--- src/rtl/parking_lot_ctrl.sv ---
// Parking lot entry/exit controller.
// Two light beams (outer sensor_a, inner sensor_b) are tracked through the
// full blocking sequence before a car is counted in or out. Aborted passages
// are dropped silently. Impossible beam patterns, and entries into a full lot
// or exits from an empty lot, raise a one-cycle err pulse.
//
// Optional feature macro: PKLOT_DEBOUNCE_EN
//   defined   : each sensor passes through a 2-flop synchroniser and a
//               DEBOUNCE_CYC-cycle persistence filter (latency 2 + DEBOUNCE_CYC)
//   undefined : sensors drive the FSM directly, DEBOUNCE_CYC has no effect

module parking_lot_ctrl #(
  parameter int unsigned CAPACITY     = 7,
  parameter int unsigned CNT_W        = 3,
  parameter int unsigned DEBOUNCE_CYC = 4
) (
  input  logic             clk,
  input  logic             reset,
  input  logic             sensor_a,
  input  logic             sensor_b,
  output logic [CNT_W-1:0] count,
  output logic             full,
  output logic             empty,
  output logic             car_in,
  output logic             car_out,
  output logic             err
);

  // Reject configurations that cannot work at elaboration time.
  if (CAPACITY > (2 ** CNT_W) - 1) begin : g_bad_capacity
    $error("CAPACITY does not fit in CNT_W bits");
  end
  if (DEBOUNCE_CYC < 1) begin : g_bad_debounce
    $error("DEBOUNCE_CYC must be at least 1");
  end

  localparam logic [CNT_W-1:0] CapCnt = CNT_W'(CAPACITY);

  // Filtered sensor pair seen by the FSM: {a_f, b_f}.
  logic [1:0] s;

`ifdef PKLOT_DEBOUNCE_EN
  localparam int unsigned DebW = $clog2(DEBOUNCE_CYC + 1);

  logic [1:0]      sync1_q;
  logic [1:0]      sync2_q;
  logic [1:0]      filt_q;
  logic [DebW-1:0] deb_cnt_q [2];

  // Synchronise both beams, then only accept a new level once it has
  // persisted for DEBOUNCE_CYC consecutive cycles.
  always_ff @(posedge clk) begin
    if (reset) begin
      sync1_q <= 2'b00;
      sync2_q <= 2'b00;
      filt_q  <= 2'b00;
      for (int i = 0; i < 2; i++) begin
        deb_cnt_q[i] <= '0;
      end
    end else begin
      sync1_q <= {sensor_a, sensor_b};
      sync2_q <= sync1_q;
      for (int i = 0; i < 2; i++) begin
        if (sync2_q[i] != filt_q[i]) begin
          if (deb_cnt_q[i] == DebW'(DEBOUNCE_CYC - 1)) begin
            filt_q[i]    <= sync2_q[i];
            deb_cnt_q[i] <= '0;
          end else begin
            deb_cnt_q[i] <= deb_cnt_q[i] + DebW'(1);
          end
        end else begin
          // Any return to the accepted level restarts the persistence window.
          deb_cnt_q[i] <= '0;
        end
      end
    end
  end

  assign s = filt_q;
`else
  assign s = {sensor_a, sensor_b};
`endif

  typedef enum logic [2:0] {
    StIdle,
    StEn1,
    StEn2,
    StEn3,
    StEx1,
    StEx2,
    StEx3
  } state_e;

  state_e           state_q;
  logic [CNT_W-1:0] count_q;
  logic             car_in_q;
  logic             car_out_q;
  logic             err_q;

  // Passage tracking FSM with registered count and event pulses.
  always_ff @(posedge clk) begin
    if (reset) begin
      state_q   <= StIdle;
      count_q   <= '0;
      car_in_q  <= 1'b0;
      car_out_q <= 1'b0;
      err_q     <= 1'b0;
    end else begin
      car_in_q  <= 1'b0;
      car_out_q <= 1'b0;
      err_q     <= 1'b0;
      case (state_q)
        StIdle: begin
          case (s)
            2'b10:   state_q <= StEn1;
            2'b01:   state_q <= StEx1;
            2'b11:   err_q   <= 1'b1;  // both beams broken with no lead-in
            default: state_q <= StIdle;
          endcase
        end
        // Entry: a, a+b, b, clear.
        StEn1: begin
          case (s)
            2'b10:   state_q <= StEn1;
            2'b11:   state_q <= StEn2;
            2'b01: begin
              state_q <= StIdle;
              err_q   <= 1'b1;
            end
            default: state_q <= StIdle;  // car backed away before reaching b
          endcase
        end
        StEn2: begin
          case (s)
            2'b11:   state_q <= StEn2;
            2'b01:   state_q <= StEn3;
            2'b10:   state_q <= StEn1;
            default: begin
              state_q <= StIdle;
              err_q   <= 1'b1;
            end
          endcase
        end
        StEn3: begin
          case (s)
            2'b01:   state_q <= StEn3;
            2'b11:   state_q <= StEn2;
            2'b10: begin
              state_q <= StIdle;
              err_q   <= 1'b1;
            end
            default: begin
              state_q <= StIdle;
              if (count_q == CapCnt) begin
                err_q <= 1'b1;
              end else begin
                count_q  <= count_q + CNT_W'(1);
                car_in_q <= 1'b1;
              end
            end
          endcase
        end
        // Exit: b, a+b, a, clear.
        StEx1: begin
          case (s)
            2'b01:   state_q <= StEx1;
            2'b11:   state_q <= StEx2;
            2'b10: begin
              state_q <= StIdle;
              err_q   <= 1'b1;
            end
            default: state_q <= StIdle;
          endcase
        end
        StEx2: begin
          case (s)
            2'b11:   state_q <= StEx2;
            2'b10:   state_q <= StEx3;
            2'b01:   state_q <= StEx1;
            default: begin
              state_q <= StIdle;
              err_q   <= 1'b1;
            end
          endcase
        end
        StEx3: begin
          case (s)
            2'b10:   state_q <= StEx3;
            2'b11:   state_q <= StEx2;
            2'b01: begin
              state_q <= StIdle;
              err_q   <= 1'b1;
            end
            default: begin
              state_q <= StIdle;
              if (count_q == '0) begin
                err_q <= 1'b1;
              end else begin
                count_q   <= count_q - CNT_W'(1);
                car_out_q <= 1'b1;
              end
            end
          endcase
        end
        default: state_q <= StIdle;
      endcase
    end
  end

  assign count   = count_q;
  assign car_in  = car_in_q;
  assign car_out = car_out_q;
  assign err     = err_q;
  assign full    = (count_q == CapCnt);
  assign empty   = (count_q == '0);

endmodule

--- config.mk ---
export PLATFORM = sky130hd
export DESIGN_NAME = parking_lot_ctrl
export DESIGN_NICKNAME = d
export VERILOG_FILES = /design/src/rtl/parking_lot_ctrl.sv
export SDC_FILE = /design/constraint.sdc
export NUM_CORES = 1
export LEC_CHECK = 0
export BUFFER_PORTS_ARGS = -buffer_cell sky130_fd_sc_hd__buf_4
export CAP_MARGIN = 40
export CORE_MARGIN = 10
export CORE_UTILIZATION = 30
export DETAILED_ROUTE_END_ITERATION = 10
export GPL_TIMING_DRIVEN = 0
export PLACE_DENSITY = 0.56
export SYNTH_ARGS = -nofsm -noshare
export SYNTH_HDL_FRONTEND = slang
export SYNTH_SLANG_ARGS = --single-unit
export TNS_END_PERCENT = 1
--- constraint.sdc ---
create_clock -name clk -period 1.8 [get_ports clk]
set_input_delay 0.18 -clock clk [delete_from_list [all_inputs] [get_ports clk]]
set_output_delay 0.18 -clock clk [all_outputs]
set_load 0.01 [all_outputs]
==> impl_metrics.json, run 1 <==
{
  "postCtsSetupBuffers": 0,
  "grt_max_degree": 11,
  "insertion_delay_ns": 0.26,
  "synth_top_area_cell": "dfxtp_1",
  "fillCellCount": 239,
  "ys_ff_latch": 9,
  "crit_path_end": "count[2]",
  "dp_hpwl_um": 1220,
  "diodes": 0,
  "syn2layout_area_growth_pct": 20.6,
  "ys.flop_type": "dfxtp_1",
  "cts_hold_buf": 0,
  "synth_edf_count": 0,
  "multiInputGateArea_sq_um": 469,
  "timing.rr.start": "state_q[2]",
  "numPortBuffers": 11,
  "postRouteAntennaNets": 0,
  "synth_top_cell_area_share_pct": 25.9,
  "cts_tree": "done",
  "nNetsFinal": 106,
  "cts_max_level": 1,
  "start_util_pct": 31.5,
  "drive_gt1_share_pct": 24.7,
  "synth.avg_cell_area_sq_um": 8.93,
  "wl_per_cell_um": 12.6,
  "avgViaCountPerCell": 5.02,
  "place.gp.congestion": 0.774,
  "p_leak_nw": 0.361,
  "r2r_slack_ns": 0.12,
  "cts_resized": 0,
  "status": "completed",
  "first_global_vias": 559,
  "die_area_sq_um": 4650,
  "period_minus_slack_ns": 1.68,
  "path_class": "flip-flop to flip-flop",
  "setup_violations": 0,
  "synth_commonest_cells": "dfxtp_1, nor2_1, ha_1, mux2i_1",
  "yosysSeqAreaShare_pct": 25.9,
  "cts.reportedPaths.clkPinSlew_ns": 0.06,
  "report.final.slew_viol_count": 0,
  "drt_iter0_markers": 22,
  "synthTopCellsByArea": "dfxtp_1, ha_1, mux2i_1",
  "startpoint_type": "flip-flop",
  "cts_root_buffer": "clkbuf_4",
  "grt_setup_unrepaired": "false",
  "post-route-period-util_pct": 93.4,
  "tightestPinTransition_ns": 0.631,
  "rows": 17,
  "grt_pass1_wl_um": 2610,
  "overflow": 0,
  "hold_viol": 0,
  "routed_wl_um": 1520,
  "synth_cell_types": 32,
  "cp-startpoint": "state_q[2]",
  "coreArea_sq_um": 2210,
  "cp_max_fo": 7,
  "finalClockSkew_ns": 0.000485,
  "die_w_um": 68.2,
  "syn_nets": 90,
  "io_pins": 12,
  "syn_area_sq_um": 697,
  "async_flop_share_pct": 0,
  "reg2reg_depth": 7,
  "synth_cells": 78,
  "cap_violations": 0,
  "numCtsBuffers": 3,
  "fmax_ghz": 0.595,
  "timing.setup.tns_ns": 0,
  "remaining_drc_errors": 0,
  "track_usage_pct": 7.18,
  "reg2reg_to": "count[2]",
  "powerDensity_nw_per_um2": 547,
  "cp.arrival_ns": 1.83,
  "dr.pass1.iters": 4,
  "p_total_mw": 0.460,
  "die_y_um": 68.2,
  "regArea_sq_um": 180,
  "relSlewSlack_pct": 57.4,
  "num_vias": 607,
  "clk_path_buf_depth": 2,
  "whs_ns": 0.122,
  "yosys_warnings": 0,
  "min_path_type": "input pin to flip-flop",
  "cp-end-kind": "flip-flop",
  "crit_required_ns": 1.95,
  "clock_sinks": 9,
  "ir_worst_vdd_mv": 0.214,
  "grt_antenna_before_repair": 0
}
## cells by family after synthesis
| group | Yosys count | synth area share (%) |
|---|---|---|
| xor gates and xnor gates | 2 | 2.51 |
| buffers and inverters | 9 | 6.82 |
| AOI/OAI and AO/OA | 18 | 17.1 |
| adders and majority gates | 8 | 15.4 |
| muxes | 9 | 13.8 |
| and+or+nand+nor | 23 | 18.5 |
| DFF | 9 | 25.9 |
## registers in the layout, summed over array words and instances, names as in the netlist
signal	count
state_q	3
car_out	1
count	3
err	1
car_in	1
## power by group
part	leakage (nW)	internal (mW)	switching [mW]
Combinational	0.273	0.0428	0.0519
Sequential	0.0730	0.205	0.00232
Clock	0.0150	0.0856	0.0728
Total	0.361	0.333	0.127
## metal layers
layer	vias to the layer above	wire length, um	global-route usage, %
li1	306	-	-
met1	278	687	8.64
met2	18	686	11.4
met3	5	122	1.96
met4	0	27	3.77
met5	-	0	0
## worst max-delay path, cell delays in order, from the launching register on
cell      delay (ns)
dfxtp_1         0.30
buf_6           0.12
nand3b_1        0.14
inv_1           0.07
fa_1            0.37
xnor2_1         0.19
nand2_2         0.08
mux2_4          0.30
## worst min-delay path by stage
stage / start / to / slack (ns) / cells past startpoint
after floorplan: reset / count[0] / 0.25 / 1
after global placement: reset / count[0] / 0.39 / 2
after detailed placement: reset / count[0] / 0.40 / 2
after CTS: reset / count[0] / 0.12 / 2
after global routing: reset / count[0] / 0.13 / 2
final: reset / count[0] / 0.12 / 2
## cell usage in the layout, fill, tap and decap left out
master,Yosys,final
buf_6,1,1
inv_1,5,5
a2bb2oi_1,1,1
ha_1,7,7
or4_1,1,1
o2111ai_1,1,1
nor3_2,1,1
and3_1,1,1
nor4_1,1,1
o22ai_2,1,1
clkbuf_1,0,1
nand2_2,1,1
o41ai_1,1,1
mux2_4,1,1
xnor2_1,2,2
o21ai_0,4,4
a21oi_1,5,5
nor2_1,9,9
nor3_1,1,1
fa_1,1,1
nand2b_1,2,2
buf_2,2,2
nand2_1,1,1
nand4b_1,2,2
a211oi_1,1,1
o21a_1,2,2
mux2_2,1,1
buf_4,1,12
dfxtp_1,9,9
clkbuf_4,0,3
a31oi_1,2,2
mux2i_1,7,7
nor2b_1,2,2
nand3b_1,1,1
## final cells by class
| cell class | instances | area share [%] |
|---|---|---|
| multi-input cells | 60 | 55.8 |
| inverters | 5 | 2.23 |
| flip-flops and latches | 9 | 21.4 |
| repair buffers | 11 | 9.82 |
| well taps | 28 | 4.17 |
| plain buffers | 4 | 3.42 |
| clock buffers | 4 | 3.13 |
## stage by stage
stage	cells	setup WS (ns)	cell area, sq um	util [%]
2_1_floorplan	78	0.179	697	-
3_3_place_gp	117	0.113	815	36.8
3_5_place_dp	117	0.108	815	36.8
4_1_cts	121	0.0994	841	38.0
5_1_grt	121	0.0189	841	38.0
6_report	121	0.119	841	38.0
No activity file was read; power rests on OpenSTA's default activity.
==> run 2: changes to the inputs <==
--- a/config.mk
+++ b/config.mk
@@ -12,6 +12,7 @@
 export DETAILED_ROUTE_END_ITERATION = 10
 export GPL_TIMING_DRIVEN = 0
 export PLACE_DENSITY = 0.56
+export RECOVER_POWER = 50
 export SYNTH_ARGS = -nofsm -noshare
 export SYNTH_HDL_FRONTEND = slang
 export SYNTH_SLANG_ARGS = --single-unit
==> constraint.sdc (replaced) <==
create_clock -name clk -period 1.8 [get_ports clk]
set_input_delay 0.18 -clock clk [delete_from_list [all_inputs] [get_ports clk]]
set_output_delay 0.18 -clock clk [all_outputs]
set_load 0.05 [all_outputs]
==> run 2 against run 1 <==
  * Worst hold slack got worse by 0.020 ns
  * Critical path depth did not move
  * Die area did not move
  * Clock skew rose by 0.0030 ns
  * Cell count rose by 0.83%
  * First-iteration DRC count rose by 27%
  * Clock power barely moved
  * Power rose by 0.92%
  * Sequential power barely moved
  * Wire length rose by 5.8%
  * Sequential cell count did not move
  * Critical endpoint unchanged
  * Largest power group unchanged
==> impl_metrics.json, run 2 (synthesis results as in run 1) <==
{
  "path_class": "flip-flop to flip-flop",
  "grt_max_degree": 11,
  "io_pins": 12,
  "first_global_vias": 570,
  "cts_max_level": 1,
  "die_w_um": 68.2,
  "min_path_type": "input pin to flip-flop",
  "tightestPinTransition_ns": 0.588,
  "crit_required_ns": 1.96,
  "relSlewSlack_pct": 60.3,
  "cts.reportedPaths.clkPinSlew_ns": 0.06,
  "grt_pass1_wl_um": 2590,
  "regArea_sq_um": 184,
  "insertion_delay_ns": 0.27,
  "powerDensity_nw_per_um2": 557,
  "critPathMaxStageDelay_ns": 0.38,
  "path_cells": "buf_6 > nand3b_1 > inv_1 > fa_1 > xnor2_1 > nand2_2 > mux2_4",
  "cpLargestDelayFamily": "adder cells",
  "whs_ns": 0.102,
  "timing.setup.tns_ns": 0,
  "startpoint_type": "flip-flop",
  "finalClockSkew_ns": 0.00349,
  "coreArea_sq_um": 2210,
  "grt_setup_unrepaired": "false",
  "rows": 17,
  "setup_violations": 0,
  "hold_viol": 0,
  "overflow": 0,
  "start_util_pct": 31.5,
  "cp_max_fo": 7,
  "report.final.slew_viol_count": 0,
  "highest_layer": "met4",
  "die_area_sq_um": 4650,
  "remaining_drc_errors": 0,
  "wl_met2_um": 728,
  "final_cells": 122,
  "cts_resized": 0,
  "multiInputGateArea_sq_um": 477,
  "postPlaceCellArea_sq_um": 826,
  "numPortBuffers": 11,
  "syn2layout_area_growth_pct": 19.6,
  "worstPathBufferInverterCount": 2,
  "dr.pass1.iters": 4,
  "postRouteAntennaNets": 0,
  "diodes": 0,
  "die_y_um": 68.2,
  "p_leak_nw": 0.341,
  "period_minus_slack_ns": 1.69,
  "cap_violations": 0,
  "wl_met3_um": 124,
  "numCtsBuffers": 3,
  "cts_root_buffer": "clkbuf_4",
  "clk_path_buf_depth": 2,
  "status": "completed",
  "drt-met1-wl_um": 726,
  "clock_sinks": 9,
  "dp_hpwl_um": 1250,
  "layout_commonest_cell": "nor2_1",
  "cp_slowest_cell": "fa_1",
  "num_vias": 620,
  "dp.cells": 117,
  "grt_antenna_before_repair": 0,
  "fillCellCount": 257,
  "fmax_ghz": 0.591,
  "cp.arrival_ns": 1.85,
  "ir_worst_vdd_mv": 0.193,
  "drt_iter0_markers": 28,
  "layout_common_cells": "nor2_1, clkbuf_1, mux2i_1, ha_1",
  "post-route-period-util_pct": 93.9,
  "wl_per_cell_um": 13.2,
  "place.gp.congestion": 0.821,
  "final_area_sq_um": 833,
  "cp-end-kind": "flip-flop",
  "avgViaCountPerCell": 5.08,
  "routed_wl_um": 1610,
  "track_usage_pct": 7.42,
  "nNetsFinal": 107,
  "post-route-util_pct": 37.7,
  "cts_tree": "done",
  "drive_gt1_share_pct": 22.3
}
run 2: cell count changes in the layout (fill, tap and decap cells not counted):
cell,before,now
clkbuf_1,1,8
buf_4,12,6
dfxtp_1,9,6
dfxtp_2,0,3
and3_1,1,0
and3_2,0,1
nor3_2,1,0
nor3_4,0,1
run 2: routing by layer:
layer  track usage, %  vias to the layer above
met1             8.47                      286
met2             11.2                       18
met5                0                        -
met3             1.79                        5
met4             6.78                        0
li1                 -                      311
run 2: final cells by class:
cell class / count / share of cell area [%]
Buffer: 4 / 3.45
Tap cell: 28 / 4.20
Inverter: 5 / 2.25
Multi-Input combinational cell: 60 / 57.2
Timing Repair Buffer: 12 / 7.66
Sequential cell: 9 / 22.1
Clock buffer: 4 / 3.15
run 2: report_power, final:
part           leakage, nW  switching (mW)  internal (mW)  total (mW)
sequential          0.0746         0.00244          0.205       0.207
combinational        0.251          0.0564         0.0406      0.0970
clock               0.0150          0.0745         0.0857       0.160
run 2: worst reg2reg max path, stage by stage (launching register included):
cell	delay, ns
dfxtp_1	0.31
buf_6	0.13
nand3b_1	0.13
inv_1	0.07
fa_1	0.38
xnor2_1	0.20
nand2_2	0.08
mux2_4	0.30
run 2: final timing paths:
kind | cells past startpoint | from | end | slack (ns)
max | 7 | state_q[2] | count[2] | 0.11
min | 2 | reset | count[0] | 0.10
max reg2reg | 7 | state_q[2] | count[2] | 0.11
min reg2reg | 2 | count[1] | count[1] | 0.58
run 2: stage by stage:
step                      setup slack (ns)  total power, mW
after floorplan                     0.0749            0.285
after global placement               0.111            0.310
after detailed placement            0.0984            0.311
after CTS                           0.0876            0.473
after global routing                0.0294            0.488
final                                0.109            0.465
run 2: repair_timing:
| item | CTS | global route |
|---|---|---|
| buffers inserted | 0 | 1 |
| setup endpoints to repair | 0 | 1 |
| hold buffers | 0 | 0 |
